`src/rtl/uart_pkg.sv`:
```
`default_nettype none
// ==== uart_pkg : shared UART data width and launch-sequencer state type ====
// ==== rev 1.0 ==============================================================
package uart_pkg;

  localparam int UART_DATA_W = 8;

  typedef enum logic [1:0] {
    IDLE   = 2'd0,
    LAUNCH = 2'd1,
    BUSY   = 2'd2,
    GAP    = 2'd3
  } tx_seq_state_t;

endpackage
`default_nettype wire

```
`src/rtl/sync_fifo.sv`:
```
`default_nettype none
// ==== sync_fifo : power-of-two byte FIFO with count and sticky overflow ====
// ==== rev 1.0 ==============================================================
module sync_fifo
  import uart_pkg::*;
#(
  parameter  int DEPTH  = 16,
  parameter  int WIDTH  = UART_DATA_W,
  localparam int ADDR_W = $clog2(DEPTH)
) (
  input  logic              clk,
  input  logic              rst_n,
  input  logic              wr_en_i,
  input  logic [WIDTH-1:0]  wr_data_i,
  input  logic              pop_i,
  output logic [WIDTH-1:0]  rd_data_o,
  output logic              full_o,
  output logic              empty_o,
  output logic [ADDR_W:0]   count_o,
  output logic              overflow_o
);

  localparam logic [ADDR_W:0] FULL_CNT = (ADDR_W + 1)'(DEPTH);

  logic [WIDTH-1:0]  mem_q [DEPTH];
  logic [ADDR_W-1:0] wr_ptr_q;
  logic [ADDR_W-1:0] rd_ptr_q;
  logic [ADDR_W:0]   count_q;
  logic [ADDR_W:0]   count_d;
  logic              overflow_q;
  logic              do_pop;
  logic              wr_ok;

  assign full_o     = (count_q == FULL_CNT);
  assign empty_o    = (count_q == '0);
  assign count_o    = count_q;
  assign overflow_o = overflow_q;
  assign rd_data_o  = mem_q[rd_ptr_q];

  // A pop frees a slot in the same cycle, so a full FIFO still takes the write.
  assign do_pop = pop_i && !empty_o;
  assign wr_ok  = wr_en_i && (!full_o || do_pop);

  always_comb begin
    count_d = count_q;
    case ({wr_ok, do_pop})
      2'b10:   count_d = count_q + (ADDR_W + 1)'(1);
      2'b01:   count_d = count_q - (ADDR_W + 1)'(1);
      default: count_d = count_q;
    endcase
  end

  always_ff @(posedge clk) begin
    if (wr_ok) begin
      mem_q[wr_ptr_q] <= wr_data_i;
    end
  end

  always_ff @(posedge clk or negedge rst_n) begin
    if (!rst_n) begin
      wr_ptr_q   <= '0;
      rd_ptr_q   <= '0;
      count_q    <= '0;
      overflow_q <= 1'b0;
    end else begin
      count_q <= count_d;
      if (wr_ok) begin
        wr_ptr_q <= wr_ptr_q + ADDR_W'(1);
      end
      if (do_pop) begin
        rd_ptr_q <= rd_ptr_q + ADDR_W'(1);
      end
      if (wr_en_i && !wr_ok) begin
        overflow_q <= 1'b1;
      end
    end
  end

endmodule
`default_nettype wire

```
`src/rtl/uart_tx_fifo.sv`:
```
`default_nettype none
// ==== uart_tx_fifo : byte queue that launches one byte at a time into the UART transmitter ====
// ==== rev 1.0 ================================================================================
module uart_tx_fifo
  import uart_pkg::*;
#(
  parameter  int DEPTH  = 16,
  localparam int ADDR_W = $clog2(DEPTH)
) (
  input  logic                   clk,
  input  logic                   i_rst_n,
  input  logic                   i_wr_en,
  input  logic [UART_DATA_W-1:0] i_wr_data,
  output logic                   o_full,
  output logic                   o_empty,
  output logic [ADDR_W:0]        o_count,
  output logic                   o_overflow,
  output logic                   o_tx_start,
  output logic [UART_DATA_W-1:0] o_tx_byte,
  input  logic                   i_tx_done,
  output logic                   o_busy
);

  tx_seq_state_t          state_q;
  logic                   tx_start_q;
  logic [UART_DATA_W-1:0] tx_byte_q;
  logic [UART_DATA_W-1:0] head_byte;
  logic                   fifo_empty;
  logic                   pop;

  assign pop = (state_q == IDLE) && !fifo_empty;

  sync_fifo #(
    .DEPTH (DEPTH),
    .WIDTH (UART_DATA_W)
  ) u_fifo (
    .clk        (clk),
    .rst_n      (i_rst_n),
    .wr_en_i    (i_wr_en),
    .wr_data_i  (i_wr_data),
    .pop_i      (pop),
    .rd_data_o  (head_byte),
    .full_o     (o_full),
    .empty_o    (fifo_empty),
    .count_o    (o_count),
    .overflow_o (o_overflow)
  );

  // GAP gives the transmitter one cycle to fall back to idle before the next strobe.
  always_ff @(posedge clk or negedge i_rst_n) begin
    if (!i_rst_n) begin
      state_q    <= IDLE;
      tx_start_q <= 1'b0;
      tx_byte_q  <= '0;
    end else begin
      tx_start_q <= 1'b0;
      case (state_q)
        IDLE: begin
          if (!fifo_empty) begin
            tx_byte_q  <= head_byte;
            tx_start_q <= 1'b1;
            state_q    <= LAUNCH;
          end
        end
        LAUNCH: state_q <= BUSY;
        BUSY: begin
          if (i_tx_done) begin
            state_q <= GAP;
          end
        end
        GAP:     state_q <= IDLE;
        default: state_q <= IDLE;
      endcase
    end
  end

  assign o_empty    = fifo_empty;
  assign o_tx_start = tx_start_q;
  assign o_tx_byte  = tx_byte_q;
  assign o_busy     = (state_q != IDLE);

endmodule
`default_nettype wire
```
`config.mk`:
```
export PLATFORM = sky130hd
export DESIGN_NAME = uart_tx_fifo
export DESIGN_NICKNAME = d
export VERILOG_FILES = /design/src/rtl/uart_pkg.sv /design/src/rtl/sync_fifo.sv /design/src/rtl/uart_tx_fifo.sv
export SDC_FILE = /design/constraint.sdc
export NUM_CORES = 1
export LEC_CHECK = 0
export ABC_AREA = 1
export BUFFER_PORTS_ARGS = -buffer_cell sky130_fd_sc_hd__buf_2
export CAP_MARGIN = 20
export CORE_ASPECT_RATIO = 0.8
export CORE_UTILIZATION = 50
export CTS_BUF_LIST = sky130_fd_sc_hd__clkbuf_8 sky130_fd_sc_hd__clkbuf_16
export DETAILED_ROUTE_END_ITERATION = 16
export PLACE_DENSITY = 0.64
export SLEW_MARGIN = 15
export SYNTH_ARGS = -nofsm -noshare
export SYNTH_HDL_FRONTEND = slang
export SYNTH_SLANG_ARGS = --single-unit
```
`constraint.sdc`:
```
create_clock -name clk -period 6.14 [get_ports clk]
set_clock_uncertainty 0.05 [all_clocks]
set_input_delay 1.228 -clock clk [delete_from_list [all_inputs] [get_ports clk]]
set_output_delay 1.228 -clock clk [all_outputs]
set_load 0.05 [all_outputs]
```
Word level (Yosys, flattened, before mapping):

Memories as Yosys holds them, arrays and structs flattened. A register that Yosys moved wholly into a read port is not among the register bits.
Index checks and enable logic that the tools add are counted.

* add/sub/neg operators: 4
* shift operators: 0
* equal/unequal tests: 8
* div/mod/pow operators: 0
* $mul: 0
* magnitude comparators: 0
* bitwise logic cells: 1
* reduce and logical (&&, ||, !) cells: 15
* mux-type cells: 8

Operators by type and width (number)
* $pmux W5 S2: 1
* $add A4 B1 Y4 const B: 2
* $pmux W2 S4: 1
* $eq A2 B2 Y1 const B: 3
* $add A5 B1 Y5 const B: 1
* $eq A5 B5 Y1 const B: 1
* $logic_not A5 Y1: 1
* $sub A5 B1 Y5 const B: 1
* $eq A2 B1 Y1 const B: 2
* $logic_and A1 B1 Y1: 4
* $logic_not A1 Y1: 4
* $mux W1: 4
* $mux W2: 2
* $ne A2 B2 Y1 const B: 2
* $reduce_and A2 Y1: 2
* $reduce_bool A2 Y1: 2
* $logic_not A2 Y1: 1
* $logic_or A1 B1 Y1: 1
* $not A1 Y1: 1

* memory bits (writable): 128
* register bits after elaboration: 17
* memories: 1
* input port bits: 12
* output and inout bits: 18
* bits in latches: 0
* ROM bits: 0
* word-level logic and storage cells: 43

Memory list
* u_fifo.mem_q: depth 16, bits a word 8, read ports 1, clocked after memory_dff 1, write ports 1, line sync_fifo.sv:25 `logic [WIDTH-1:0] mem_q [DEPTH];`

Longest topological paths before layout:

* word-level depth: 8
* gate-level depth with buffers: 14
* mapped depth without buffers: 14

Hierarchy:

Synthesis repeated with hierarchy kept, for this count alone.

* cells, all modules: 536
* area, all modules: 6431.2 um^2

Modules (own cells, without submodules)
* sync_fifo: cells an instance 479, seq. area each 4194.0 um^2, instances 1, area an instance 5947.0 um^2
* uart_tx_fifo: cells an instance 57, seq. area each 275.3 um^2, instances 1, area an instance 484.2 um^2

Worst setup path after synthesis:

OpenSTA, ideal clock, no wires.

* path kind: flip-flop to output port
* from: register u_fifo.count_q[0], in the netlist u_fifo.count_o[0]
* to: output o_full
* data required time: 4862 ps
* setup slack: 3543 ps
* stages on the path, launching flop included: 4
* arrival: 1319 ps
* path buffers: 0
* path through: dfrtp_1 -> nor2_2 -> nand3_1 -> inv_1

* cells in the longest elaborated chain, start to end: 1

RTL lines
* from (decl): line sync_fifo.sv:28 `logic [ADDR_W:0] count_q;`
* from (signal assigned): line sync_fifo.sv:66 `count_q <= count_d;`
* $eq A5 B5 Y1: line sync_fifo.sv:34 `assign full_o = (count_q == FULL_CNT);`
* to (decl): line uart_tx_fifo.sv:14 `output logic o_full,`

Every way passes these cells.

Final worst setup path:

Same ends and word-level chain as after synthesis.

==> run metrics <==
status completed; crit-path cells nor2_2, nand3_1, inv_1, buf_2; slew margin rel. 47.52%; crit path max fanout 5; Setup crit end kind primary output; CP arrival 1.66 ns; hold slack final 0.4263 ns; Die Footprint 0.01395 mm²; routed vias/inst 5.230; Slowest-stage cell, CP dfrtp_1; RSZ-0062 raised after global routing no; Comb pwr share 36.9%; Final Max Tran Viols 0; wire per inst 17.50 µm; CP top delay family flip-flops; largest net degree at the start of global routing 76; flops & latches, synth 153; Yosys top cell by area edfxtp_1; die width 131.8 µm; sequential share of the synthesized area 66.30%; Final Setup Violations 0; area fraction of the dominant cell type after synthesis 57.02%; f_max 340.9 MHz; first-pass GRT wire length 23760 µm; Total Routing Usage GR 23.48%; first-pass detailed-route iteration total 5; Avg Inst Size Synth 10.36 µm²; leading cell type in the layout, fill and taps excluded nand2_1; Resized cells post-CTS 0; FFs w/ async S/R, synth 16.34%; Post-DRT Antenna Nets 0; gpl congestion 0.8431; reg2reg start u_fifo.rd_ptr_q[0]; max cap viols 0; worst-margin pin slew 0.7842 ns; placed cell area 0.006969 mm²; kind of critical path flip-flop to primary output; Psw 1.522 mW; DRT Wirelength 15120 µm; standby leakage power 3.309 nW; Post-CTS Setup Inserts 0; clock power share 26.0%; TritonCTS Buffers 17; post-route core utilization 58.08%; cell count after synthesis 651; vias 4519; Max VDD drop 549.8 µV; Starting DRT DRC Count 525; synth unique cells 28; yosys warns 0; most frequent cells in the layout 227 x nand2_1, 128 x edfxtp_1, 94 x inv_1; core area 0.01301 mm²; # IOs 30; Worst Hold Class flip-flop to flip-flop; startpoint of the worst hold path o_tx_byte[1]; PortBufs 29; Hold Fails Final Rpt 0; Std-Cell Rows 37; Switching Share 40.39%; Hold Buf Count CTS 0; buffers plus inverters on the worst setup path 2; layout cells sized above 1 10.16%; Design Area, Final 0.007556 mm²; vias in the first global route 4333; top_reg_cell synth edfxtp_1; Worst setup SP type flip-flop; Flop pwr share 37.1%; CTS Sinks 153; post-DP HPWL 9703 µm; initial antenna violation count 0; setup TNS 0 ns; number of flops mapped to enable cells by yosys 128; top cells by area, synth edfxtp_1 57%, nand2_1 13%, dfrtp_1 9.3%, nand3_1 6.5%, inv_1 5.1%; clk buf depth 2; internal power 2.246 mW; CTS tree done; critical path required time 4.86 ns; total grt overflow 0; worst setup path startpoint u_fifo.count_o[0]; Largest stage delay, worst path 0.46 ns; pwr/cell area 498.7 mW/mm²; die height 105.9 µm; Nets 700; diode count 0; Initial Util 51.82%; Clk pin slew, worst setup/hold paths 0.06 ns; P&R area growth vs syn 12.08%; clock latency on the worst-skew pair 0.42 ns; DRC 0; Min Clock Period, post-route 2.934 ns; htree depth 4; synthesized area 0.006741 mm²; Final Cycle Share 47.78%; root buf cell clkbuf_16; Tot Pwr 3.768 mW; Post-Syn Nets 675
## power groups by stage
stage | Sequential (mW) | Combinational, mW | Clock, mW
2_1_floorplan | 1.53 | 0.913 | 0
3_3_place_gp | 1.41 | 1.34 | 0
3_5_place_dp | 1.42 | 1.36 | 0
4_1_cts | 1.40 | 1.36 | 0.986
5_1_grt | 1.41 | 1.55 | 1.03
6_report | 1.40 | 1.39 | 0.979
## Yosys cell counts, types with 2 or more instances
master	instances
nand2_1	227
buf_4	10
buf_2	11
nor2_1	19
edfxtp_1	128
inv_1	91
dfrtp_1	25
o21ai_0	4
clkinv_1	2
xnor2_1	2
clkbuf_1	5
a21oi_1	2
xor2_1	7
o211ai_1	8
ha_1	11
nand3_1	87
## per-layer routing
metal  up-vias  GRT usage, %  part of all wire, %
li1       2160             -                    -
met3        13         5.580                  8.9
met5         -             0                    0
met2       177         36.13                   45
met1      2169         33.60                   45
met4         0         5.980                 0.89
## layout make-up
class	instances	area, µm²
inverters	94	352.8
repair buffers	33	195.2
well taps	175	219.0
clock inverters	13	106.4
flip-flops and latches	153	4471
multi-input cells	377	1759
clock buffers	19	452.9
fillers	1102	5453
## logic make-up after synthesis
logic type,after synthesis,synth area share [%]
AOI/OAI and AO/OA,19,2.005
DFF,153,66.30
adders and majority gates,12,2.339
buffers and inverters,121,7.609
xor gates and xnor gates,9,1.169
and+or+nand+nor,337,20.58
## registers in the layout, summed over array words and instances, names as in the netlist
| register | cells |
|---|---|
| u_fifo.mem_q | 128 |
| o_tx_byte | 8 |
| u_fifo.count_o | 5 |
| u_fifo.rd_ptr_q | 4 |
| u_fifo.wr_ptr_q | 4 |
| state_q | 2 |
| o_tx_start | 1 |
| u_fifo.overflow_o | 1 |
## per-stage QoR
| step | instances | setup slack [ns] |
|---|---|---|
| 2_1_floorplan | 651 | 3.543 |
| 3_5_place_dp | 831 | 3.221 |
| 3_3_place_gp | 831 | 3.298 |
| 6_report | 864 | 3.206 |
| 4_1_cts | 863 | 3.218 |
| 5_1_grt | 864 | 3.101 |
## path summary, 6_finish.rpt
kind                                       to  slack [ns]  cells after the start
min reg2reg                      o_tx_byte[1]        0.43                      2
min in group asynchronous        o_tx_byte[1]        0.76                      1
max                                    o_full        3.21                      4
min                              o_tx_byte[1]        0.43                      2
max in group asynchronous  u_fifo.rd_ptr_q[0]        4.85                      1
max reg2reg                      o_tx_byte[4]        3.71                     11
## worst min-delay path: cells and delay by family, from the launching register on
| family | cells | cell delay (ns) |
|---|---|---|
| flops | 1 | 0.34 |
| simple gates | 2 | 0.10 |
No activity file was read; power rests on OpenSTA's default activity.
